===== config.mk =====
export PLATFORM = sky130hd
export DESIGN_NAME = sfu_psum_feeder
export DESIGN_NICKNAME = d
export VERILOG_FILES = /design/src/rtl/sfu_psum_feeder.sv
export SDC_FILE = /design/constraint.sdc
export NUM_CORES = 1
export LEC_CHECK = 0
export BUFFER_PORTS_ARGS = -buffer_cell sky130_fd_sc_hd__buf_2
export CAP_MARGIN = 5
export CELL_PAD_IN_SITES_DETAIL_PLACEMENT = 2
export CELL_PAD_IN_SITES_GLOBAL_PLACEMENT = 2
export CORE_ASPECT_RATIO = 1.2
export CORE_UTILIZATION = 34
export CTS_CLUSTER_DIAMETER = 80
export DETAILED_ROUTE_END_ITERATION = 10
export MAX_ROUTING_LAYER = met4
export PLACE_DENSITY_LB_ADDON = 0.25
export SYNTH_ARGS = -nofsm -noshare
export SYNTH_HDL_FRONTEND = slang
export SYNTH_SLANG_ARGS = --single-unit

===== constraint.sdc =====
create_clock -name clk -period 12.6 [get_ports clk]
set_clock_uncertainty 0.1 [all_clocks]
set_input_delay 0.63 -clock clk [delete_from_list [all_inputs] [get_ports clk]]
set_output_delay 0.63 -clock clk [all_outputs]
set_load 0.05 [all_outputs]

===== src/rtl/sfu_psum_feeder.sv =====
// Feeds partial-sum rows from the systolic array output FIFO to the SFU,
// grouping num_acc rows per output and running num_out groups per job.
module sfu_psum_feeder #(
  parameter int unsigned col     = 8,
  parameter int unsigned psum_bw = 16,
  parameter int unsigned cnt_bw  = 8
) (
  input  logic                     clk,
  input  logic                     reset,
  input  logic                     start,
  input  logic                     abort,
  input  logic [cnt_bw-1:0]        num_acc,
  input  logic [cnt_bw-1:0]        num_out,
  input  logic                     fifo_empty,
  input  logic [psum_bw*col-1:0]   fifo_rdata,
  output logic                     fifo_rd,
  output logic [psum_bw*col-1:0]   psum_o,
  output logic                     acc_o,
  output logic                     first_o,
  output logic                     busy,
  output logic                     done
);

  localparam int unsigned ProdW = 2 * cnt_bw;
  localparam int unsigned RowW  = psum_bw * col;

  typedef enum logic [1:0] {StIdle, StRun, StDrain, StDone} state_e;

  state_e            state_q, state_d;
  logic [cnt_bw-1:0] num_acc_q, num_acc_d;
  logic [cnt_bw-1:0] num_out_q, num_out_d;
  logic [cnt_bw-1:0] acc_cnt_q, acc_cnt_d;
  logic [cnt_bw-1:0] out_cnt_q, out_cnt_d;
  logic [ProdW-1:0]  rd_issued_q, rd_issued_d;
  logic [ProdW-1:0]  total_rows;
  logic              pend_q, pend_d;
  logic              acc_q, acc_d;
  logic              first_q, first_d;
  logic [RowW-1:0]   psum_q, psum_d;

  assign total_rows = {{cnt_bw{1'b0}}, num_acc_q} * {{cnt_bw{1'b0}}, num_out_q};

  always_comb begin
    state_d     = state_q;
    num_acc_d   = num_acc_q;
    num_out_d   = num_out_q;
    acc_cnt_d   = acc_cnt_q;
    out_cnt_d   = out_cnt_q;
    rd_issued_d = rd_issued_q;
    psum_d      = psum_q;
    acc_d       = 1'b0;
    first_d     = 1'b0;
    fifo_rd     = 1'b0;

    unique case (state_q)
      StIdle: begin
        if (start) begin
          num_acc_d   = num_acc;
          num_out_d   = num_out;
          rd_issued_d = '0;
          acc_cnt_d   = '0;
          out_cnt_d   = '0;
          state_d     = (num_acc == '0 || num_out == '0) ? StDone : StRun;
        end
      end
      StRun: begin
        // Reset and abort gate the strobe so no read leaks out in their cycle.
        fifo_rd = reset && !abort && !fifo_empty && (rd_issued_q < total_rows);
        if (fifo_rd) begin
          rd_issued_d = rd_issued_q + 1'b1;
          if (rd_issued_d == total_rows) state_d = StDrain;
        end
      end
      StDrain: begin
        if (acc_q && out_cnt_q == num_out_q) state_d = StDone;
      end
      StDone: begin
        state_d = StIdle;
      end
      default: state_d = StIdle;
    endcase

    // Row read last cycle: capture it and advance the grouping counters.
    if (pend_q) begin
      psum_d  = fifo_rdata;
      acc_d   = 1'b1;
      first_d = (acc_cnt_q == '0);
      if (acc_cnt_q == num_acc_q - 1'b1) begin
        acc_cnt_d = '0;
        out_cnt_d = out_cnt_q + 1'b1;
      end else begin
        acc_cnt_d = acc_cnt_q + 1'b1;
      end
    end
    pend_d = fifo_rd;

    if (abort) begin
      state_d     = StIdle;
      num_acc_d   = '0;
      num_out_d   = '0;
      acc_cnt_d   = '0;
      out_cnt_d   = '0;
      rd_issued_d = '0;
      psum_d      = '0;
      acc_d       = 1'b0;
      first_d     = 1'b0;
      pend_d      = 1'b0;
    end
  end

  always_ff @(posedge clk) begin
    if (!reset) begin
      state_q     <= StIdle;
      num_acc_q   <= '0;
      num_out_q   <= '0;
      acc_cnt_q   <= '0;
      out_cnt_q   <= '0;
      rd_issued_q <= '0;
      pend_q      <= 1'b0;
      acc_q       <= 1'b0;
      first_q     <= 1'b0;
      psum_q      <= '0;
    end else begin
      state_q     <= state_d;
      num_acc_q   <= num_acc_d;
      num_out_q   <= num_out_d;
      acc_cnt_q   <= acc_cnt_d;
      out_cnt_q   <= out_cnt_d;
      rd_issued_q <= rd_issued_d;
      pend_q      <= pend_d;
      acc_q       <= acc_d;
      first_q     <= first_d;
      psum_q      <= psum_d;
    end
  end

  assign psum_o  = psum_q;
  assign acc_o   = acc_q;
  assign first_o = first_q;
  assign busy    = (state_q != StIdle);
  assign done    = (state_q == StDone);

endmodule


==> impl_summary.log, run 1 <==
INFO  metric status = finished, final reports clean
INFO  metric dp.final_hpwl = around 27000 um
INFO  metric report.final.slew_viol_count = 0
INFO  metric critPathLaunchType = flop
INFO  metric post_synthesis_instance_area = slightly above 10000 um^2
INFO  metric core.rowCount = a little under 70
INFO  metric path_cells = nand2_1 -> fa_1 -> fa_1 -> fa_1 -> fa_1 -> inv_1 -> ha_1 -> a21oi_1 -> o221ai_2 -> a311o_1 -> xnor2_1 -> ha_1 -> and4_1 -> a21oi_1 -> nand2_1 -> o21ai_1 -> and3_1 -> buf_2
INFO  metric remaining_global_route_overflow = 0
INFO  metric crit_path_end_kind = output port
INFO  metric critical_path_class = reg2out
INFO  metric finalSetupViolations = 0
INFO  metric power.density = 97.0 nW/um^2
INFO  metric avgRoutedWirePerCell = 19.8 um
INFO  metric max-clock-path-buffers = 2
INFO  metric max_slew_margin = ~40%
INFO  metric n_fill_cell = ~3300
INFO  metric met3WireLength = around 2000 um
INFO  metric slowest_cell_on_crit_path = dfxtp_1
INFO  metric total_of_warnings_raised_by_yosys = 0
INFO  metric mappedNetlistNets = 1360
INFO  metric first_global_vias = 9777
INFO  metric timing_startpoint_of_the_critical_path = num_acc_q[3]
INFO  metric io_buffers = approximately 280
INFO  metric total_negative_setup_slacks = 0 ns
INFO  metric numClockSinks = around 180
INFO  metric place_congestion = slightly below 0.8
INFO  metric register_area = roughly 3600 um^2
INFO  metric htree_levels = 4
INFO  metric post_cts_resize_count = 0
INFO  metric initialDrtViolationCount = 254
INFO  metric crit_family = adder cells
INFO  metric cts_tree = built
INFO  metric ys_async_sr_fraction = 0%
INFO  metric number_of_top_level_pins = 282
INFO  metric grt_max_degree = 74
INFO  metric route.final.wire_length = ~35000 um
INFO  metric fp.dieArea = ~30000 um^2
INFO  metric route.met2.wl = 18200 um
INFO  metric synth_sequential_area_ratio = a little over a third
INFO  metric final_cell_mix = buf_2 (281), dfxtp_1 (180), nor2_1 (156), mux2i_1 (135), nand2_1 (96)
INFO  metric wl_met1 = 13900 um
INFO  metric route.vias.total = around 9000
INFO  metric worstSkewPairLatency = about 0.44 ns
INFO  metric min_period_over_period = between 50% and 60%
INFO  metric critical_path.reg2reg.endpoint = state_q[0]
INFO  metric area_taken_by_multi_input_logic_gates = approximately 6000 um^2
INFO  metric antenna_violating_nets_post_route = 0
INFO  metric cts_setup_buffers = 0
INFO  metric rsz0062_at_grt = no
INFO  metric drcViolationCount = 0
INFO  metric crit_top_cell = fa_1
INFO  metric max_slew.worst_pin.slew = just under 0.9 ns
INFO  metric drt_first_pass_iters = 4
INFO  metric cp_slowest_stage_delay = ~0.60 ns
INFO  metric die_height = around 190 um
INFO  metric placed_cells_incl_taps = between 1500 and 2000
INFO  metric syn_inst = roughly 1100
INFO  metric critPathBufInv = 2
INFO  metric hold_class = in2reg
INFO  metric cts_buffers = 17
INFO  metric synth_edf_count = 0
INFO  metric netlist-cell-type-count = 57
INFO  metric maxClockFrequency = around 140 MHz
INFO  metric top_signal_layer_used = met4
INFO  metric cp.depth = 18
INFO  metric postSynth.topFlopCell = dfxtp_1
INFO  metric clock_tree.root_cell = clkbuf_16
INFO  metric finalHoldViolCount = 0
INFO  metric worst_ep_required_time = 11.87 ns
INFO  metric cts.hold.buffers_added = 0
INFO  metric worst-path-max-fanout = 12
INFO  metric reg2reg_from = num_acc_q[2]
INFO  metric reg2reg_setup_slack = between 5 and 6 ns
INFO  metric worst-endpoint-arrival = roughly 6.2 ns
INFO  metric synth.avg_cell_area = about 9.1 um^2
INFO  metric grt_antenna_before_repair = 14
INFO  metric static-leakage-power = between 0.005 and 0.006 uW
INFO  metric floorplan.initialDensity = 34.8%
INFO  metric cap_violations = 0
INFO  metric most_common_cell_after_layout_fill_and_taps_aside = buf_2
INFO  metric fp.dieW = roughly 160 um
INFO  metric post-route-min-period = approximately 7 ns
INFO  metric clk_pin_slew_worst_setup_hold_paths = ~0.070 ns
INFO  metric worstRegToRegCells = 22
INFO  metric layout-area-overhead-vs-synth = 22.7%
INFO  metric post_layout_nonfiller_instances = 1768
INFO  metric grt_pass1_wl = roughly 54000 um
INFO  metric nets = 1602
INFO  metric vdd_ir_drop_max = 0.0870 mV
INFO  metric fraction_of_layout_instances_using_a_drive_strength_above_1 = 24.2%
INFO  metric viasPerCell = 5.01
INFO  metric overall_routing_resource_usage = between 20% and 30%
INFO  metric coreArea = around 29000 um^2
INFO  metric synth_seq_cells = ~180
INFO  metric worst_setup_path_end = fifo_rd
kinds of logic after synthesis:
family                   synth area share, %
multiplexers                            13.4
AO/OA/AOI/OAI                           8.43
AND/OR/NAND/NOR                         17.9
flip-flops                              35.9
XOR/XNOR                                4.67
buffers and inverters                   4.97
adder cells (fa/ha/maj)                 14.7
per-layer routing:
layer  vias up  track usage (%)
li1       4235                -
met1      4390             25.0
met2       203             42.8
met3        35             6.57
met4         0             7.88
met5         -                -
metrics by stage:
| stage | worst slack, ns | total power (uW) | util [%] | hold slack, ns | instance area [um^2] |
|---|---|---|---|---|---|
| 6_report | 5.63 | 1200 | 42.7 | 0.324 | 12400 |
| 5_1_grt | 5.26 | 1240 | 42.7 | 0.323 | 12400 |
| 4_1_cts | 5.59 | 1220 | 42.6 | 0.308 | 12300 |
| 3_5_place_dp | 5.80 | 684 | 40.6 | 0.379 | 11800 |
| 3_3_place_gp | 6.03 | 681 | 40.6 | 0.367 | 11800 |
| 2_1_floorplan | 6.51 | 641 | - | 0.371 | 10100 |
Yosys cell counts, types with 2 or more instances:
| library cell | number | area (um^2) |
|---|---|---|
| dfxtp_1 | 181 | 3620 |
| nor2_1 | 156 | 586 |
| mux2i_1 | 135 | 1350 |
| nand2_1 | 96 | 360 |
| inv_1 | 69 | 259 |
| ha_1 | 61 | 763 |
| clkbuf_1 | 52 | 195 |
| a21oi_1 | 44 | 220 |
| and2_1 | 36 | 225 |
| fa_1 | 36 | 721 |
| o21ai_0 | 26 | 130 |
| xnor2_1 | 24 | 210 |
| xor2_1 | 22 | 193 |
| nand3_1 | 18 | 90.1 |
| and3_1 | 16 | 100 |
| nor3_1 | 13 | 65.1 |
| a31oi_1 | 11 | 68.8 |
| nor2b_1 | 11 | 68.8 |
| nand2b_1 | 8 | 50.1 |
| nand4_1 | 8 | 50.1 |
| nor4_1 | 7 | 43.8 |
| o21a_1 | 7 | 52.6 |
| buf_1 | 6 | 22.5 |
| a211o_1 | 5 | 43.8 |
| and4_1 | 5 | 43.8 |
| buf_2 | 5 | 25.0 |
| o211ai_1 | 5 | 37.5 |
| a211oi_1 | 4 | 30.0 |
| a22oi_1 | 4 | 30.0 |
| or2_2 | 4 | 25.0 |
| a21o_1 | 3 | 22.5 |
| a22o_1 | 3 | 26.3 |
| o21bai_1 | 3 | 22.5 |
| o31ai_1 | 3 | 22.5 |
| nor3b_1 | 2 | 15.0 |
| o311a_1 | 2 | 20.0 |
| or3_4 | 2 | 22.5 |
| xnor3_1 | 2 | 45.0 |
sequential cells by signal, indices dropped and copies added, names as in the netlist, 2 cells and up:
signal	cells
psum_o	128
num_acc_q	8
out_cnt_q	8
state_q	2
num_out_q	8
acc_cnt_q	8
rd_issued_q	16
worst reg2reg max path, delay by kind of cell, from the launching register on:
family	cells	cell delay, ns
compound gates	8	2.26
xor+xnor	1	0.20
fa+ha+maj	6	2.48
buf+inv	3	0.23
flops	1	0.61
mux	1	0.13
simple gates	3	0.64
power by group:
| part | internal, uW | switching (uW) |
|---|---|---|
| Sequential | 574 | 7.56 |
| Clock | 285 | 245 |
| Combinational | 36.3 | 52.2 |
| Total | 896 | 305 |
worst min-delay path by stage:
stage / startpoint / endpoint / cells past startpoint
floorplan: state_q[1] / state_q[1] / 2
global placement: psum_o[107] / psum_o[107] / 2
detailed placement: psum_o[120] / psum_o[120] / 2
CTS: fifo_rdata[49] / psum_o[49] / 3
global route: fifo_rdata[33] / psum_o[33] / 3
finish: fifo_rdata[56] / psum_o[56] / 3
layout make-up:
class	count	area share, %
diodes	14	0.283
repair buffers	286	11.7
clock inverters	10	0.778
clock buffers	22	3.75
well taps	385	3.89
multi-input cells	801	48.2
flip-flops and latches	181	29.3
inverters	69	2.09
No activity file was read; power rests on OpenSTA's default activity.
==> inputs of run 2 (changes only) <==
Settings changed: ABC_AREA set to 1, CORE_UTILIZATION 34 to 26.
Clock period 12.6 ns to 5.7 ns, I/O delays scaled along.
==> impl_summary.log, run 2 <==
INFO  metric status = finished, final reports clean
INFO  metric overall_routing_resource_usage = approximately 22%
INFO  metric largest_register_ffs = 128
INFO  metric remaining_global_route_overflow = 0
INFO  metric layout-area-overhead-vs-synth = 42.5%
INFO  metric worstSkewPairLatency = roughly 0.46 ns
INFO  metric route.vias.total = about 11000
INFO  metric synth_sequential_area_ratio = 34.6%
INFO  metric crit_family = adder cells
INFO  metric initialDrtViolationCount = ~380
INFO  metric dp.final_hpwl = a little over 30000 um
INFO  metric avgRoutedWirePerCell = approximately 18 um
INFO  metric ys_top_cells_by_count = nand2_1 (544), dfxtp_1 (181), a21oi_1 (177), inv_1 (172)
INFO  metric worstRegToRegCells = 34
INFO  metric critPathBufInv = 6
INFO  metric grt_pass1_wl = 68800 um
INFO  metric synth.largest_area_cell = dfxtp_1
INFO  metric power.density = approximately 200 nW/um^2
INFO  metric totalPowerFinal = roughly 3000 uW
INFO  metric synth_area_leaders = dfxtp_1 (35%), nand2_1 (20%), a21oi_1 (8.5%), ha_1 (7.3%), fa_1 (6.9%)
INFO  metric syn_inst = roughly 1500
INFO  metric cap_violations = 0
INFO  metric max-clock-path-buffers = 2
INFO  metric htree_levels = 4
INFO  metric total_of_warnings_raised_by_yosys = 0
INFO  metric antenna_violating_nets_post_route = 0
INFO  metric fp.dieW = roughly 190 um
INFO  metric finalHoldViolCount = 0
INFO  metric worst_ep_required_time = 5.32 ns
INFO  metric crit_top_cell = inv_1
INFO  metric post_synthesis_instance_area = about 10000 um^2
INFO  metric critPathLaunchType = flop
INFO  metric hold_class = in2reg
INFO  metric maxClockFrequency = 182 MHz
INFO  metric max_slew_margin = 32.7%
INFO  metric synth_top_area_share = about a third
INFO  metric ys_async_sr_fraction = 0%
INFO  metric fp.dieArea = approximately 40000 um^2
INFO  metric place_congestion = approximately 0.8
INFO  metric netlist-cell-type-count = 42
INFO  metric numClockSinks = 181
INFO  metric worst-path-max-fanout = 7
INFO  metric finalSetupViolations = 0
INFO  metric report.final.slew_viol_count = 0
INFO  metric synth.avg_cell_area = between 6 and 7 um^2
INFO  metric viasPerCell = around 4.6
INFO  metric most_common_cell_after_layout_fill_and_taps_aside = nand2_1
INFO  metric synth_edf_count = 0
INFO  metric number_of_top_level_pins = approximately 280
INFO  metric coreArea = approximately 40000 um^2
INFO  metric synth_seq_cells = approximately 180
INFO  metric grt_antenna_before_repair = 4
INFO  metric placed_cells_incl_taps = around 2300
INFO  metric fraction_of_layout_instances_using_a_drive_strength_above_1 = roughly 25%
INFO  metric cts_tree = built
INFO  metric nets = 2148
INFO  metric postSynth.topFlopCell = dfxtp_1
INFO  metric hold_depth = 3
INFO  metric worst_slack = 0.212 ns
INFO  metric drt_first_pass_iters = 4
INFO  metric clock_tree.root_cell = clkbuf_16
INFO  metric drcViolationCount = 0
INFO  metric die_height = between 200 and 250 um
INFO  metric cp.depth = 25
INFO  metric core.rowCount = 80
INFO  metric post-route-min-period = around 5.5 ns
INFO  metric crit_path_end_kind = output port
INFO  metric grt_max_degree = 91
INFO  metric max_slew.worst_pin.slew = between 1 and 1.5 ns
INFO  metric post-route-util = 37.5%
INFO  metric slowest_cell_on_crit_path = fa_1
INFO  metric final_cell_mix = nand2_1 (519), buf_2 (280), a21oi_1 (169), inv_1 (168), dfxtp_1 (168)
INFO  metric min_period_over_period = just under 100%
INFO  metric post_layout_nonfiller_instances = about 2500
INFO  metric worst-endpoint-arrival = 5.10 ns
INFO  metric io_buffers = roughly 280
INFO  metric first_global_vias = 13000
INFO  metric clk_pin_slew_worst_setup_hold_paths = about 0.08 ns
INFO  metric synth_most_common_cell = nand2_1
INFO  metric floorplan.initialDensity = between 20% and 30%
INFO  metric vdd_ir_drop_max = ~0.14 mV
INFO  metric dp_worst_setup_slack = -0.149 ns
INFO  metric route.final.wire_length = about 44000 um
INFO  metric cts_buffers = 17
INFO  metric critical_path_class = reg2out
INFO  metric mappedNetlistNets = between 1500 and 2000
INFO  metric cp_slowest_stage_delay = about 0.54 ns
INFO  metric static-leakage-power = ~0.007 uW
INFO  metric rsz0062_at_grt = yes
-- run 2: worst paths after layout --
| path | start | to | slack [ns] |
|---|---|---|---|
| setup / recovery | num_acc_q[3] | fifo_rd | 0.21 |
| setup reg to reg | num_out_q[4] | state_q[1] | 0.26 |
| hold reg to reg | psum_o[2] | psum_o[2] | 0.36 |
| hold / removal | fifo_rdata[18] | psum_o[18] | 0.02 |
-- run 2: repair_timing --
item                       4_1_cts  5_1_grt
hold endpoints to repair       121        0
setup endpoints to repair       19       19
hold buffers                   121        0
buffers inserted                11        7
gates cloned                     0        1
pin swaps                       10       30
resized for setup               43       60
-- run 2: worst register-to-register path, delay by kind of cell, from the launching register on --
kind,cells,cell delay (ns)
adder cells (fa/ha/maj),5,2.06
AND/OR/NAND/NOR,15,1.43
buffers and inverters,14,1.39
flip-flops,1,0.41
-- run 2: area by class of cell --
cell class,instances,area [um^2]
well taps,533,667
repair buffers,453,3050
multi-input cells,1063,6170
diodes,4,10.0
clock buffers,17,425
inverters,186,706
clock inverters,15,208
flip-flops and latches,181,3670
fillers,4662,24800
-- run 2: power by group --
part / leakage, uW / switching, uW / internal, uW
clock network: 0.000305 / 631 / 678
registers: 0.00147 / 18.4 / 1270
logic: 0.00505 / 220 / 194
total: 0.00683 / 869 / 2140
-- run 2: stage by stage --
stage | area, um^2 | setup TNS, ns | hold slack (ns)
2_1_floorplan | 10500 | 0 | 0.325
3_3_place_gp | 12500 | 0 | 0.345
3_5_place_dp | 12500 | -2.38 | 0.352
4_1_cts | 14600 | 0 | 0.00298
5_1_grt | 14900 | -0.180 | 0.0132
6_report | 14900 | 0 | 0.0213
-- run 2: routing by layer --
metal  GRT usage, %  wire length, um  up-vias
li1               -                -     5512
met1           22.9            17200     5580
met2           40.3            23500      233
met3           4.71             1840       68
met4           8.13             1320        0
met5              -                0        -
-- run 2: cells by family (layout without fill, tap and decap cells) --
logic type               after synthesis  in the layout  share of synthesized area (%)
AND/OR/NAND/NOR                      713            713                           28.1
buffers and inverters                255            671                           9.52
AO/OA/AOI/OAI                        225            225                           11.2
flip-flops                           181            181                           34.6
adder cells (fa/ha/maj)               97             97                           14.2
XOR/XNOR                              28             28                           2.34
other                                  0              4                              0
